<file path="src/rtl/mux_scan_ctrl.sv">
// mux_scan_ctrl: scans the enabled inputs of an external 4:1 mux.
// A channel is selected, sel is held for SETTLE cycles so the mux output
// can settle, and the sample is then captured and offered downstream on a
// valid/ready port. The selection pointer rotates past each delivered
// channel so enabled channels are visited round-robin.
//
// Handshake: out_valid rises only in HOLD, together with out_data/out_ch.
// While out_valid=1 and out_ready=0, out_valid, out_data, out_ch and sel hold.
// A beat transfers on a rising edge where out_valid and out_ready are both 1.
// out_valid does not depend on out_ready.
module mux_scan_ctrl #(
   parameter int DW     = 4,
   parameter int SETTLE = 1
) (
   input  logic          clk,
   input  logic          rst,
   input  logic          en,
   input  logic [3:0]    mask,
   output logic [1:0]    sel,
   input  logic [DW-1:0] mux_out,
   output logic [DW-1:0] out_data,
   output logic [1:0]    out_ch,
   output logic          out_valid,
   input  logic          out_ready,
   output logic          busy,
   output logic [1:0]    state_dbg
);

   typedef enum logic [1:0] {
      S_IDLE   = 2'd0,
      S_SETTLE = 2'd1,
      S_HOLD   = 2'd2
   } state_t;

   // Reload value of the settle counter; SETTLE is expected in 1..15.
   localparam logic [3:0] SETTLE_LD = 4'(SETTLE);

   state_t        state_q, state_d;
   logic [1:0]    sel_q, sel_d;
   logic [1:0]    ptr_q, ptr_d;
   logic [3:0]    cnt_q, cnt_d;
   logic [DW-1:0] out_data_q, out_data_d;
   logic [1:0]    out_ch_q, out_ch_d;
   logic          out_valid_q, out_valid_d;

   logic [1:0]    ptr_after;
   logic          scan_req;

   // First index with its mask bit set, searched start, start+1, ... mod 4.
   // Iterating from the farthest offset down lets the nearest hit win.
   function automatic logic [1:0] next_ch(input logic [1:0] start,
                                          input logic [3:0] m);
      logic [1:0] res;
      logic [1:0] idx;
      res = start;
      for (int k = 3; k >= 0; k--) begin
         idx = start + 2'(k);
         if (m[idx]) begin
            res = idx;
         end
      end
      return res;
   endfunction

   // Pointer value once the held channel is delivered, and scan request.
   always_comb begin
      ptr_after = out_ch_q + 2'd1;
      scan_req  = en && (mask != 4'd0);
   end

   // Next-state and datapath: select, settle, capture, hand off.
   always_comb begin
      state_d     = state_q;
      sel_d       = sel_q;
      ptr_d       = ptr_q;
      cnt_d       = cnt_q;
      out_data_d  = out_data_q;
      out_ch_d    = out_ch_q;
      out_valid_d = out_valid_q;
      case (state_q)
         S_IDLE: begin
            if (scan_req) begin
               sel_d   = next_ch(ptr_q, mask);
               cnt_d   = SETTLE_LD;
               state_d = S_SETTLE;
            end
         end
         S_SETTLE: begin
            cnt_d = cnt_q - 4'd1;
            // <= 1 so a corrupted zero count still terminates the settle.
            if (cnt_q <= 4'd1) begin
               cnt_d       = 4'd0;
               out_data_d  = mux_out;
               out_ch_d    = sel_q;
               out_valid_d = 1'b1;
               state_d     = S_HOLD;
            end
         end
         S_HOLD: begin
            if (out_ready) begin
               ptr_d       = ptr_after;
               out_valid_d = 1'b0;
               if (scan_req) begin
                  sel_d   = next_ch(ptr_after, mask);
                  cnt_d   = SETTLE_LD;
                  state_d = S_SETTLE;
               end else begin
                  state_d = S_IDLE;
               end
            end
         end
         default: begin
            out_valid_d = 1'b0;
            state_d     = S_IDLE;
         end
      endcase
   end

   // State registers; synchronous reset discards any in-flight sample.
   always_ff @(posedge clk) begin
      if (rst) begin
         state_q     <= S_IDLE;
         sel_q       <= 2'd0;
         ptr_q       <= 2'd0;
         cnt_q       <= 4'd0;
         out_data_q  <= '0;
         out_ch_q    <= 2'd0;
         out_valid_q <= 1'b0;
      end else begin
         state_q     <= state_d;
         sel_q       <= sel_d;
         ptr_q       <= ptr_d;
         cnt_q       <= cnt_d;
         out_data_q  <= out_data_d;
         out_ch_q    <= out_ch_d;
         out_valid_q <= out_valid_d;
      end
   end

   // Output mapping.
   always_comb begin
      sel       = sel_q;
      out_data  = out_data_q;
      out_ch    = out_ch_q;
      out_valid = out_valid_q;
      busy      = (state_q != S_IDLE);
      state_dbg = state_q;
   end

endmodule

</file>
<file path="config.mk">
export PLATFORM = sky130hd
export DESIGN_NAME = mux_scan_ctrl
export DESIGN_NICKNAME = d
export VERILOG_FILES = /design/src/rtl/mux_scan_ctrl.sv
export SDC_FILE = /design/constraint.sdc
export NUM_CORES = 1
export LEC_CHECK = 0
export ABC_AREA = 1
export BUFFER_PORTS_ARGS = -buffer_cell sky130_fd_sc_hd__buf_2
export CORE_MARGIN = 2
export CORE_UTILIZATION = 45
export CTS_BUF_LIST = sky130_fd_sc_hd__clkbuf_16
export CTS_CLUSTER_DIAMETER = 200
export DETAILED_ROUTE_END_ITERATION = 7
export PLACE_DENSITY_LB_ADDON = 0.05
export SKIP_LAST_GASP = 1
export SLEW_MARGIN = 20
export SYNTH_ARGS = -nofsm -noshare
export SYNTH_HDL_FRONTEND = slang
export SYNTH_SLANG_ARGS = --single-unit
</file>
<file path="constraint.sdc">
create_clock -name clk -period 1.22 [get_ports clk]
set_input_delay 0.183 -clock clk [delete_from_list [all_inputs] [get_ports clk]]
set_output_delay 0.183 -clock clk [all_outputs]
set_load 0.02 [all_outputs]
</file>
; Yosys cells after proc, flatten, opt, wreduce, memory -nomap -nowiden
; Index checks and enable logic that the tools add are counted.
[word_totals]
out_inout_bits = 12
elab_cells = 83
ff_bits = 17
inputBits = 12
[op_classes]
n_reduce_logical = 12
mux = 40
bitwise_logic = 1
n_lt_le_gt_ge = 9
n_eq_ne = 6
n_addsub = 8
[op_table]
columns = cell, count
row1 = two-way mux 2 bit, 14
row2 = "< comparator 2 x 3 -> 1 bit, second input constant", 8
row3 = binary-select mux 1 bit (select 2 bit), 8
row4 = two-way mux 4 bit, 3
row5 = one-hot mux 4 bit (3 select lines), 1
row6 = two-way mux 1 bit, 11
row7 = "adder 2 bit, second input constant", 4
row8 = "!= test 2 bit, second input constant", 4
row9 = "adder 2 x 1 -> 2 bit, second input constant", 3
row10 = one-hot mux 2 bit (3 select lines), 1
row11 = AND reduction 2 bit, 3
row12 = AND reduction 3 bit, 2
row13 = "less-or-equal comparator 4 x 1 -> 1 bit, second input constant", 1
row14 = one-hot mux 2 bit (2 select lines), 1
row15 = AND reduction 4 bit, 1
row16 = nonzero test 2 bit, 2
row17 = nonzero test 4 bit, 1
row18 = "subtractor 4 x 1 -> 4 bit, second input constant", 1
row19 = one-hot mux 1 bit (3 select lines), 1
row20 = nonzero test 3 bit, 1
row21 = "== test 2 x 1 -> 1 bit, second input constant", 1
row22 = "== test 2 bit, second input constant", 1
row23 = zero test 2 bit, 1
row24 = logical AND 1 bit, 1
row25 = NOT 1 bit, 1

; Depth between registers and ports, before layout
; Gate-level depths: netlist of run 1.
[depth]
ltp_word = 11
depth_mapped = 14
ltp_nobuf = 13

; Least setup slack after synthesis of run 1
; OpenSTA, ideal clock, no wires.
[synth_timing]
path_type = register to register
start = register out_ch_q[0] (netlist: out_ch[0])
end = register sel_q[0] (netlist: sel[0])
path_slack_ns = -0.289
stages_incl_launch_ff = 13
required_time_ns = 1.111
arrival_time_ns = 1.400
synth_period_minus_slack_ns = 1.509
path_buffers = 1
setup_time_ns = 0.109
cell_sequence = dfxtp_1 -> buf_2 -> inv_4 -> nand2_1 -> nand2_1 -> nand2_1 -> nand2_1 -> o21ai_1 -> nand3_1 -> nand3_1 -> nand3_1 -> nand2_1 -> inv_1
[synth_via]
elab_chain_cells = 11
word_cells_on_any_way = 19
classes_between = 4 x add/sub / 15 x mux
[synth_lines]
columns = element, line_no
row1 = "start, declared", 43  ; logic [1:0] out_ch_q, out_ch_d;
row2 = "start signal, assigned", 135  ; out_ch_q <= out_ch_d;
row3 = adder 2 x 1 -> 2 bit *, 67  ; ptr_after = out_ch_q + 2'd1;
row4 = adder 2 bit, 57  ; idx = start + 2'(k);
row5 = binary-select mux 1 bit (select 2 bit), 58  ; if (m[idx]) begin
row6 = two-way mux 1 bit (implied by the code), 58
row7 = two-way mux 2 bit (3 in a row), 58
row8 = two-way mux 2 bit *, 58
row9 = two-way mux 2 bit *, 103  ; if (scan_req) begin
row10 = two-way mux 2 bit *, 100  ; if (out_ready) begin
row11 = one-hot mux 2 bit (2 select lines) *, 80  ; case (state_q)
row12 = "end signal, assigned", 131  ; sel_q <= sel_d;
row13 = "end, declared", 39  ; logic [1:0] sel_q, sel_d;
; Every way passes the cells marked *; elsewhere a longest branch is shown, timed or not. The select of a mux whose other input is x is not followed.
; A chain may end at the register's enable or synchronous reset.

; Worst setup path in the final report of run 1
[layout_timing]
start = register ptr_q[0]
end = register sel_q[0] (netlist: sel[0])
[layout_via]
elab_chain_cells = 9
word_cells_on_any_way = 17
classes_between = 3 x add/sub / 14 x mux
[layout_lines]
columns = element, line_no
row1 = "start, declared", 40  ; logic [1:0] ptr_q, ptr_d;
row2 = "start signal, assigned", 132  ; ptr_q <= ptr_d;
row3 = adder 2 bit, 57
row4 = binary-select mux 1 bit (select 2 bit), 58
row5 = two-way mux 1 bit (implied by the code), 58
row6 = two-way mux 2 bit (3 in a row), 58
row7 = two-way mux 2 bit *, 58
row8 = two-way mux 2 bit *, 82  ; if (scan_req) begin
row9 = one-hot mux 2 bit (2 select lines) *, 80
; Marked as above.

==> tab_implementation.tex, run 1 <==
\begin{tabular}{lr}
\hline
Metric & Value \\
\hline
\multicolumn{2}{l}{\textbf{Detailed routing}} \\
Via-to-Cell Ratio & just over 5 \\
Antenna Violating Nets Remaining & 0 \\
DR pass1 iterations & 4 \\
Detailed-route wire length & 3560 um \\
Iteration-0 DRC count of the detailed router & 33 \\
Routed length per placed instance & 12.5 um \\
Remaining routing DRC violations & 0 \\
Total number of vias & 1448 \\
\multicolumn{2}{l}{\textbf{Placement}} \\
Worst setup timing slack at the placement stage & -0.284 ns \\
Global placement routability congestion & between 0.7 and 0.8 \\
Dpl cell area & roughly 1500 sq um \\
HPWL after DPL & roughly 2300 um \\
Number of cells in the design after placement & about 270 \\
Port buffer count & 23 \\
\multicolumn{2}{l}{\textbf{Outcome}} \\
Result of the run & complete, but fails checks \\
Violated checks & setup timing \\
\multicolumn{2}{l}{\textbf{GRT}} \\
Pin count of the biggest net entering global routing & 17 \\
M3 GR Usage & under 10\% \\
Initial antenna violation count & 0 \\
Aggregate global-route resource usage & between 20\% and 30\% \\
Via count of the first global-routing pass & 1440 \\
Most used routing layer & met2 \\
Global-route wire length before repair & approximately 6000 um \\
Grt total ovfl & 0 \\
Met2 track demand over resource & 52.2\% \\
Met1 Track Usage GR & 29.3\% \\
\multicolumn{2}{l}{\textbf{Yosys}} \\
YS warnings & 0 \\
Sequential-to-total area share from yosys stat & a little under a third \\
Syn avg cell area & roughly 6 sq um \\
Largest area contributor in the netlist & dfxtp\_1 \\
Number of enable flip-flop cells after synthesis & 0 \\
Share of Yosys cell area claimed by the top area cell type & a little under a third \\
Synthesis-stage register bit count & 17 \\
Number of distinct library cell variants in the gate-level netlist after synthesis & 20 \\
Synthesized netlist cell count & roughly 190 \\
Prevailing post-synth register cell & dfxtp\_1 \\
Share of async-settable or async-resettable flops after synthesis & 0\% \\
Post-Syn Nets & slightly above 200 \\
Ranking of synthesized cells by area & dfxtp\_1 (31\%), nand2\_1 (24\%), nand3\_1 (11\%) \\
Summed instance area of the synthesized netlist & 1110 sq um \\
\multicolumn{2}{l}{\textbf{Critical path}} \\
Worst Path Class, Setup & flop to flop \\
Crit path DAT & between 1.5 and 2 ns \\
Setup crit end kind & flop \\
Worst endpoint required time & about 1.4 ns \\
Top cell by count, worst path & nand2\_2 \\
Crit-path cells & buf\_6 > o21ai\_4 > nand2\_2 > nand2\_2 > nand2\_2 > nand2\_2 > nand2\_1 > nand2\_1 > nand3\_1 > nand3\_1 > nand2\_1 > inv\_1 \\
Worst Path Max Fanout & 5 \\
Critical path startpoint category & flop \\
Slowest cell on the critical path & dfxtp\_4 \\
Stage delay of the slowest cell on the critical path & approximately 0.36 ns \\
\multicolumn{2}{l}{\textbf{Timing}} \\
Max Freq & roughly 0.75 GHz \\
Final Hold Slack & roughly 0.20 ns \\
Final total negative setup slack & -0.357 ns \\
Final number of max-transition violations & 0 \\
Transition at the pin with the smallest max-transition slack & a little over 0.3 ns \\
Minimum period implied by the final worst setup slack & about 1.3 ns \\
RSZ-0062 raised after global routing & yes \\
Final WS setup & -0.120 ns \\
Final Hold Fails & 0 \\
Number of setup violations in the final report & 6 \\
Worst setup skew after layout & between 0.002 and 0.0025 ns \\
Final Cycle Share & 110\% \\
Headroom to the max-slew limit & between 70\% and 80\% \\
\multicolumn{2}{l}{\textbf{Floorplan}} \\
Standard-cell row count & 18 \\
Die Y-Extent & around 54 um \\
Core area & 2410 sq um \\
Starting Density & 46.2\% \\
Die Footprint & 2890 sq um \\
Die width & roughly 54 um \\
Count of boundary I/O pins & 24 \\
\multicolumn{2}{l}{\textbf{Run}} \\
Max-cap check violation count & 0 \\
\multicolumn{2}{l}{\textbf{Cells and area}} \\
Synth-to-layout area growth & 74.6\% \\
Fraction of final layout cells with drive strength greater than 1 & 54.9\% \\
Post-layout nets & 270 \\
Fill cell total of the finished layout & 160 \\
Final cell utilization of the core & between 80\% and 90\% \\
Number of non-filler instances in the completed layout & about 290 \\
Register cell area after layout & between 300 and 400 sq um \\
Fin area & about 2000 sq um \\
Multi-input gate area & between 900 and 1000 sq um \\
Antenna diode instance count & 0 \\
\multicolumn{2}{l}{\textbf{Power}} \\
Leakage & 0.969 nW \\
Final total power & approximately 2.6 mW \\
Power share of the clock group & approximately 25\% \\
Peak supply drop & approximately 1.2 mV \\
Relative contribution of combinational cells to total power & around half \\
Sequential group share of total power & a little over a quarter \\
Switching pwr & around 1 mW \\
Internal portion of total power & 1.63 mW \\
Switching Share & 37.5\% \\
Power density relative to cell area & roughly 1300 nW/um\^{}2 \\
\multicolumn{2}{l}{\textbf{Clocking}} \\
Clock-pin slew reported for the worst setup and hold paths after clock tree synthesis & $\sim$0.050 ns \\
Number of buffers inserted during clock tree synthesis & 3 \\
Count of clock tree sinks & 17 \\
Clock Latency Late Sink & 0.24 ns \\
CTS H-tree depth & 1 \\
Root Driver & clkbuf\_16 \\
CTS tree & built \\
Worst-case clock buffer depth & 2 \\
\multicolumn{2}{l}{\textbf{Hold path}} \\
Type of the most critical hold path & input port to flop \\
\hline
\end{tabular}
[power groups by stage]
stage	clock network (mW)	registers [mW]	logic, mW
6_report	0.648	0.700	1.26
5_1_grt	0.674	0.708	1.39
4_1_cts	0.655	0.690	1.14
3_5_place_dp	0	0.695	0.932
3_3_place_gp	0	0.692	0.908
2_1_floorplan	0	0.734	0.521
[worst paths after layout]
path	slack [ns]	endpoint	from	cells past startpoint
max	-0.12	sel[0]$_SDFFE_PP0P_	ptr_q[0]$_SDFFE_PP0P_	12
min reg2reg	0.46	out_valid$_SDFFE_PP0P_	out_valid$_SDFFE_PP0P_	2
max reg2reg	-0.12	sel[0]$_SDFFE_PP0P_	ptr_q[0]$_SDFFE_PP0P_	12
min	0.20	out_data[2]$_SDFFE_PP0P_	mux_out[2]	3
[per-layer routing]
layer  vias up  share of wire, %
li1        741                 -
met1       662                41
met2        39                54
met3         6               3.1
met4         0               1.7
met5         -                 0
[worst max-delay path, delay by kind of cell (launching register included)]
kind	cells	cell delay, ns
simple gates	9	0.57
buf+inv	2	0.18
compound gates	1	0.18
flops	1	0.36
[cells by family (layout without fill, tap and decap cells)]
logic type      after synthesis  count (layout)  share of synthesized area (%)
compound gates               22              22                           11.2
fa+ha+maj                     2               2                           2.25
flops                        17              17                           30.6
simple gates                117             118                           44.4
xor+xnor                      2               2                           1.58
buf+inv                      28              94                           9.90
[flip-flops by register name, indices dropped and copies added (netlist names)]
signal and count:
out_ch 2, state_dbg 2, cnt_q 4, out_data 4
ptr_q 2, sel 2, out_valid 1
[repair_timing]
action | in CTS | in global routing
setup buffers | 6 | 2
endpoints found under the hold margin | 0 | 0
gates resized for setup | 51 | 27
hold buffers | 0 | 0
pin swaps | 35 | 16
gates cloned | 1 | 0
endpoints found under the setup margin | 13 | 16
[cell usage after synthesis (2+ instances only)]
cell,number
o21ai_0,4
inv_1,19
nor2_1,15
ha_1,2
nand3_1,24
a211oi_1,5
o21ai_1,4
buf_2,2
a21oi_1,8
dfxtp_1,17
nand2_1,72
nor2_2,5
inv_2,4
[cell usage in the layout, fill, tap and decap left out, types with 2 or more instances in the layout]
cell type  count
nand2_4        5
nor2_1        13
o21ai_2        3
nor2_2         2
nand2_1       43
nand2_2       25
buf_6          6
dfxtp_4        4
buf_4         37
a21oi_1        8
nand3_2        8
a211oi_1       5
nor2_4         5
dfxtp_2        4
buf_2         22
dfxtp_1        9
clkbuf_16      3
nand3_1       16
inv_1         15
inv_4          2
inv_2          7
o21ai_4        3
ha_4           2
[cell type report]
class                      count  share of cell area [%]
clock buffer                   3                    3.87
tap                           30                    1.93
timing repair buffer          65                    23.5
multi-input combinational    144                    46.6
inverter                      25                    5.35
sequential                    17                    18.6
clock inverter                 1                   0.193
Note: power is estimated with default switching activity, not from simulation.
==> run 2, diff against run 1 <==
Settings changed: RECOVER_POWER from default to 100.
==> tab_implementation.tex, run 2 (synthesis results as in run 1) <==
\begin{tabular}{lr}
\hline
Metric & Value \\
\hline
\multicolumn{2}{l}{\textbf{Hold path}} \\
Type of the most critical hold path & input port to flop \\
Startpoint of the worst hold path & mux\_out[2] \\
\multicolumn{2}{l}{\textbf{Clocking}} \\
Clock Latency Late Sink & 0.24 ns (about the same) \\
CTS tree & built \\
Number of buffers inserted during clock tree synthesis & 3 (unchanged) \\
Worst-case clock buffer depth & 2 (unchanged) \\
Count of clock tree sinks & 17 (unchanged) \\
Root Driver & clkbuf\_16 \\
Clock-pin slew reported for the worst setup and hold paths after clock tree synthesis & 0.05 ns (about the same) \\
CTS H-tree depth & 1 (unchanged) \\
\multicolumn{2}{l}{\textbf{Floorplan}} \\
Count of boundary I/O pins & 24 (unchanged) \\
Die width & 53.7 um (unchanged) \\
Die Footprint & 2890 sq um (unchanged) \\
Starting Density & 46.2\% (unchanged) \\
Core area & 2410 sq um (unchanged) \\
Die Y-Extent & 53.7 um (unchanged) \\
Standard-cell row count & 18 (unchanged) \\
\multicolumn{2}{l}{\textbf{GRT}} \\
Global-route wire length before repair & 5840 um (unchanged) \\
Via count of the first global-routing pass & 1440 (unchanged) \\
Aggregate global-route resource usage & 27.3\% (unchanged) \\
Pin count of the biggest net entering global routing & 17 (unchanged) \\
Grt total ovfl & 0 (unchanged) \\
Initial antenna violation count & 0 (unchanged) \\
\multicolumn{2}{l}{\textbf{Cells and area}} \\
Antenna diode instance count & 0 (unchanged) \\
Synth-to-layout area growth & 72.9\% \\
Post-layout nets & 270 (unchanged) \\
Most common library cell in the layout ignoring fill and taps & nand2\_1 \\
Number of non-filler instances in the completed layout & 285 (unchanged) \\
Most frequent cells in the layout & nand2\_1 (43), buf\_4 (37), nand2\_2 (25) \\
Multi-input gate area & 898 sq um (-0.83\%) \\
Fraction of final layout cells with drive strength greater than 1 & 51.0\% (-3.9 points) \\
Register cell area after layout & 360 sq um (unchanged) \\
Fill cell total of the finished layout & 168 (+5.0\%) \\
\multicolumn{2}{l}{\textbf{Timing}} \\
Final Hold Slack & 0.196 ns (+0.000438 ns) \\
Headroom to the max-slew limit & 79.3\% (-0.18 points) \\
Transition at the pin with the smallest max-transition slack & 0.310 ns (+0.00272 ns) \\
Minimum period implied by the final worst setup slack & 1.34 ns (+0.00302 ns) \\
Final number of max-transition violations & 0 (unchanged) \\
RSZ-0062 raised after global routing & yes \\
Number of setup violations in the final report & 10 (+4) \\
Worst setup skew after layout & 0.00275 ns (+0.000735 ns) \\
Final WS setup & -0.123 ns (-0.00302 ns) \\
Final Hold Fails & 0 (unchanged) \\
Final Cycle Share & 110\% (+0.25 points) \\
Max Freq & 0.744 GHz (-0.23\%) \\
\multicolumn{2}{l}{\textbf{Detailed routing}} \\
Routed length per placed instance & 12.4 um (-0.48\%) \\
Detailed-route wire length & 3550 um (-0.48\%) \\
Antenna Violating Nets Remaining & 0 (unchanged) \\
Remaining routing DRC violations & 0 (unchanged) \\
Iteration-0 DRC count of the detailed router & 38 (+15\%) \\
Total number of vias & 1456 (+0.55\%) \\
DR pass1 iterations & 4 (unchanged) \\
Via-to-Cell Ratio & 5.11 (+0.55\%) \\
\multicolumn{2}{l}{\textbf{Critical path}} \\
Source of the worst register-to-register timing path & ptr\_q[0]\$\_SDFFE\_PP0P\_ \\
Critical path startpoint category & flop \\
Family with the most delay on the worst path & simple AND/OR/NAND/NOR gates \\
Crit path DAT & 1.54 ns (about the same) \\
Worst Path Buf+Inv & 2 (unchanged) \\
Worst Path Class, Setup & flop to flop \\
Setup crit end kind & flop \\
Worst endpoint required time & 1.41 ns (about the same) \\
Worst Path Max Fanout & 5 (unchanged) \\
Slowest cell on the critical path & dfxtp\_4 \\
Stage delay of the slowest cell on the critical path & 0.36 ns (about the same) \\
Crit-path cells & buf\_6 > o21ai\_4 > nand2\_2 > nand2\_2 > nand2\_2 > nand2\_2 > nand2\_1 > nand2\_1 > nand3\_1 > nand3\_1 > nand2\_1 > inv\_1 \\
Launching element of the worst setup path & ptr\_q[0]\$\_SDFFE\_PP0P\_ \\
Top cell by count, worst path & nand2\_2 \\
\multicolumn{2}{l}{\textbf{Placement}} \\
Global placement routability congestion & 0.792 (unchanged) \\
Worst setup timing slack at the placement stage & -0.284 ns (unchanged) \\
Number of cells in the design after placement & 272 (unchanged) \\
HPWL after DPL & 2330 um (unchanged) \\
Port buffer count & 23 (unchanged) \\
\multicolumn{2}{l}{\textbf{Outcome}} \\
Result of the run & complete, but fails checks \\
Violated checks & setup timing \\
\multicolumn{2}{l}{\textbf{Power}} \\
Leakage & 0.930 nW (-4.0\%) \\
Peak supply drop & 1.15 mV (-1.2\%) \\
Power density relative to cell area & 1340 nW/um\^{}2 (about the same) \\
\multicolumn{2}{l}{\textbf{Run}} \\
Max-cap check violation count & 0 (unchanged) \\
\hline
\end{tabular}
[run 2: cell count changes in the layout (fill, tap and decap cells not counted), sizes merged]
cell | before | now
buf | 65 | 55
clkbuf | 3 | 13
[run 2: report_power, final]
part           switching (mW)  leakage, nW  internal, mW
registers              0.0735        0.144         0.626
logic                   0.685        0.744         0.551
clock network           0.213       0.0423         0.435
total                   0.971        0.930          1.61
[run 2: worst paths after layout]
check	endpoint	slack, ns	cells after the start
worst max-delay path	sel[0]$_SDFFE_PP0P_	-0.12	12
worst min-delay path	out_data[2]$_SDFFE_PP0P_	0.20	3
worst max register to register	sel[0]$_SDFFE_PP0P_	-0.12	12
worst min register to register	out_valid$_SDFFE_PP0P_	0.46	2
[run 2: metrics by stage]
stage,TNS (ns),cell area (sq um),power (mW),utilization [%]
2_1_floorplan,-0.247,1160,1.25,-
3_3_place_gp,-0.929,1550,1.60,64.2
3_5_place_dp,-1.30,1550,1.63,64.2
4_1_cts,-0.250,1830,2.48,76.1
5_1_grt,-1.55,1920,2.74,79.8
6_report,-0.532,1920,2.58,79.8
[run 2: area by class of cell]
type	instances	area share, %
Multi-Input combinational cell	144	46.7
Timing Repair Buffer	65	23.1
Sequential cell	17	18.7
Inverter	25	5.40
Clock buffer	3	3.90
Tap cell	30	1.95
Clock inverter	1	0.195
[run 2: tightest hold or removal path, stage by stage]
cell     delay, ns
buf_2         0.10
nand3_2       0.05
a21oi_1       0.05
[run 2: per-layer routing]
metal  track usage (%)  up-vias  wire length, um
met1              29.3      668             1440
met2              52.2       41             1920
met3              3.89        6              120
met4              11.5        0               61
met5                 0        -                0
li1                  -      741                -
[run 2: repair_timing]
item                       CTS  global route
gates resized for setup     51            27
gates cloned                 1             0
hold buffers                 0             0
setup endpoints to repair   13            16
pin swaps                   35            16
setup buffers                6             2
==> run 3, diff against run 2 <==
Settings changed: TNS_END_PERCENT from default to 10.
==> tab_implementation.tex, run 3 (synthesis results as in run 1) <==
\begin{tabular}{lr}
\hline
Metric & Value \\
\hline
\multicolumn{2}{l}{\textbf{Cells and area}} \\
Multi-input gate area & 826 sq um (-8.1\%) \\
Register cell area after layout & 355 sq um (-1.4\%) \\
Most frequent cells in the layout & nand2\_1 (45), buf\_4 (31), nand2\_2 (20) \\
Most common library cell in the layout ignoring fill and taps & nand2\_1 \\
Antenna diode instance count & 0 (unchanged) \\
Number of non-filler instances in the completed layout & 276 (-3.2\%) \\
Synth-to-layout area growth & 59.1\% \\
Fill cell total of the finished layout & 220 (+31\%) \\
Final cell utilization of the core & 73.4\% (-6.4 points) \\
Post-layout nets & 261 (-3.3\%) \\
Fin area & 1770 sq um (-8.0\%) \\
Fraction of final layout cells with drive strength greater than 1 & 44.3\% (-6.7 points) \\
\multicolumn{2}{l}{\textbf{Power}} \\
Power density relative to cell area & 1400 nW/um\^{}2 (+4.3\%) \\
Internal portion of total power & 1.56 mW (-3.0\%) \\
Relative contribution of combinational cells to total power & 46.0\% (-1.8 points) \\
Leakage & 0.875 nW (-5.9\%) \\
Power share of the clock group & 26.0\% (+0.9 points) \\
Sequential group share of total power & 28.0\% (+0.9 points) \\
Peak supply drop & 1.17 mV (+1.3\%) \\
Switching pwr & 0.914 mW (-5.9\%) \\
Switching Share & 36.9\% (-0.72 points) \\
\multicolumn{2}{l}{\textbf{Run}} \\
Max-cap check violation count & 0 (unchanged) \\
\multicolumn{2}{l}{\textbf{Critical path}} \\
Worst Path Max Fanout & 8 (+3) \\
Worst Path Class, Setup & flop to flop \\
Critical path startpoint category & flop \\
Setup crit end kind & flop \\
Crit path DAT & 1.55 ns (about the same) \\
Worst endpoint required time & 1.41 ns (about the same) \\
\multicolumn{2}{l}{\textbf{Timing}} \\
Final Hold Fails & 0 (unchanged) \\
Final number of max-transition violations & 0 (unchanged) \\
RSZ-0062 raised after global routing & yes \\
Final Cycle Share & 112\% (+1.4 points) \\
Headroom to the max-slew limit & 80.9\% (+1.5 points) \\
Number of setup violations in the final report & 15 (+5) \\
Minimum period implied by the final worst setup slack & 1.36 ns (+0.0176 ns) \\
Max Freq & 0.735 GHz (-1.3\%) \\
Transition at the pin with the smallest max-transition slack & 0.287 ns (-0.0230 ns) \\
Worst setup skew after layout & 0.00246 ns (-0.000297 ns) \\
Final WS setup & -0.141 ns (-0.0176 ns) \\
\multicolumn{2}{l}{\textbf{Clocking}} \\
CTS H-tree depth & 1 (unchanged) \\
Number of buffers inserted during clock tree synthesis & 3 (unchanged) \\
Clock Latency Late Sink & 0.24 ns (about the same) \\
CTS tree & built \\
Cts hold-fix bufs & 0 (unchanged) \\
Count of clock tree sinks & 17 (unchanged) \\
Clock-pin slew reported for the worst setup and hold paths after clock tree synthesis & 0.05 ns (about the same) \\
Worst-case clock buffer depth & 2 (unchanged) \\
Root Driver & clkbuf\_16 \\
\multicolumn{2}{l}{\textbf{Floorplan}} \\
Die Y-Extent & 53.7 um (unchanged) \\
Die width & 53.7 um (unchanged) \\
Starting Density & 46.2\% (unchanged) \\
Count of boundary I/O pins & 24 (unchanged) \\
Die Footprint & 2890 sq um (unchanged) \\
Core area & 2410 sq um (unchanged) \\
Standard-cell row count & 18 (unchanged) \\
\multicolumn{2}{l}{\textbf{Detailed routing}} \\
Remaining routing DRC violations & 0 (unchanged) \\
Iteration-0 DRC count of the detailed router & 38 (unchanged) \\
Total number of vias & 1373 (-5.7\%) \\
Routed length per placed instance & 12.0 um (-3.3\%) \\
Antenna Violating Nets Remaining & 0 (unchanged) \\
Detailed-route wire length & 3320 um (-6.3\%) \\
DR pass1 iterations & 4 (unchanged) \\
Via-to-Cell Ratio & 4.97 (-2.6\%) \\
\multicolumn{2}{l}{\textbf{Outcome}} \\
Result of the run & complete, but fails checks \\
Violated checks & setup timing \\
\multicolumn{2}{l}{\textbf{GRT}} \\
Initial antenna violation count & 0 (unchanged) \\
Global-route wire length before repair & 5070 um (-13\%) \\
Via count of the first global-routing pass & 1256 (-13\%) \\
Grt total ovfl & 0 (unchanged) \\
Aggregate global-route resource usage & 23.9\% (-3.3 points) \\
Pin count of the biggest net entering global routing & 17 (unchanged) \\
\multicolumn{2}{l}{\textbf{Placement}} \\
HPWL after DPL & 2190 um (-6.1\%) \\
Global placement routability congestion & 0.778 (-1.8\%) \\
Worst setup timing slack at the placement stage & -0.337 ns (-0.0531 ns) \\
Port buffer count & 23 (unchanged) \\
Dpl cell area & 1470 sq um (-5.2\%) \\
Number of cells in the design after placement & 264 (-2.9\%) \\
\multicolumn{2}{l}{\textbf{Hold path}} \\
Type of the most critical hold path & input port to flop \\
\hline
\end{tabular}
[run 3: changes by cell type in the layout (fill, tap and decap cells not counted), moves of 3 or more]
cell / delta
o21ai_1: +4
buf_6: -3
nor2_4: -4
buf_4: -6
nor2_2: +3
nand2_2: -5
[run 3: through the flow]
step	power, mW	hold WS [ns]	setup TNS [ns]
floorplan	1.23	0.254	-0.929
global placement	1.55	0.447	-1.80
detailed placement	1.57	0.455	-3.10
CTS	2.39	0.207	-1.14
global route	2.62	0.232	-2.89
finish	2.48	0.207	-1.27
[run 3: timing repair]
item,4_1_cts,5_1_grt
buffers inserted,6,2
endpoints found under the setup margin,15,15
pin swaps,23,20
gates resized for setup,43,16
[run 3: critical path, cell delays in order (launching register included)]
cell     delay [ns]
dfxtp_4        0.42
inv_8          0.07
nand2_2        0.06
nand2_2        0.06
buf_4          0.13
nand2_2        0.06
nand2_1        0.07
inv_1          0.09
nand2_1        0.07
nand2_2        0.06
nand3_2        0.07
nand3_2        0.06
nand2_1        0.05
inv_1          0.05
[run 3: power by group through the flow]
stage          combinational (mW)  sequential, mW  clock (mW)
2_1_floorplan               0.499           0.733           0
3_3_place_gp                0.857           0.693           0
3_5_place_dp                0.879           0.696           0
4_1_cts                      1.05           0.688       0.655
5_1_grt                      1.24           0.701       0.679
6_report                     1.14           0.694       0.645
[run 3: final timing paths]
path	depth (start not counted)	end	slack [ns]	start
max	13	sel[0]$_SDFFE_PP0P_	-0.14	out_ch[0]$_SDFFE_PP0P_
max reg2reg	13	sel[0]$_SDFFE_PP0P_	-0.14	out_ch[0]$_SDFFE_PP0P_
min	3	out_data[0]$_SDFFE_PP0P_	0.21	mux_out[0]
min reg2reg	2	out_data[2]$_SDFFE_PP0P_	0.46	out_data[2]$_SDFFE_PP0P_
[run 3: layout make-up]
| class | instances | share of cell area [%] |
|---|---|---|
| clock buffers | 3 | 4.24 |
| repair buffers | 57 | 20.9 |
| clock inverters | 1 | 0.283 |
| multi-input cells | 143 | 46.7 |
| inverters | 25 | 5.73 |
| flip-flops and latches | 17 | 20.1 |
| well taps | 30 | 2.12 |
[run 3: layer usage]
metal	track usage (%)	routed length [um]	part of all wire, %	up-vias
met5	0	0	0	-
met4	7.69	27	0.81	0
met3	2.78	132	4.0	4
met2	47.2	1780	54	41
met1	25.9	1380	41	613
li1	-	-	-	715
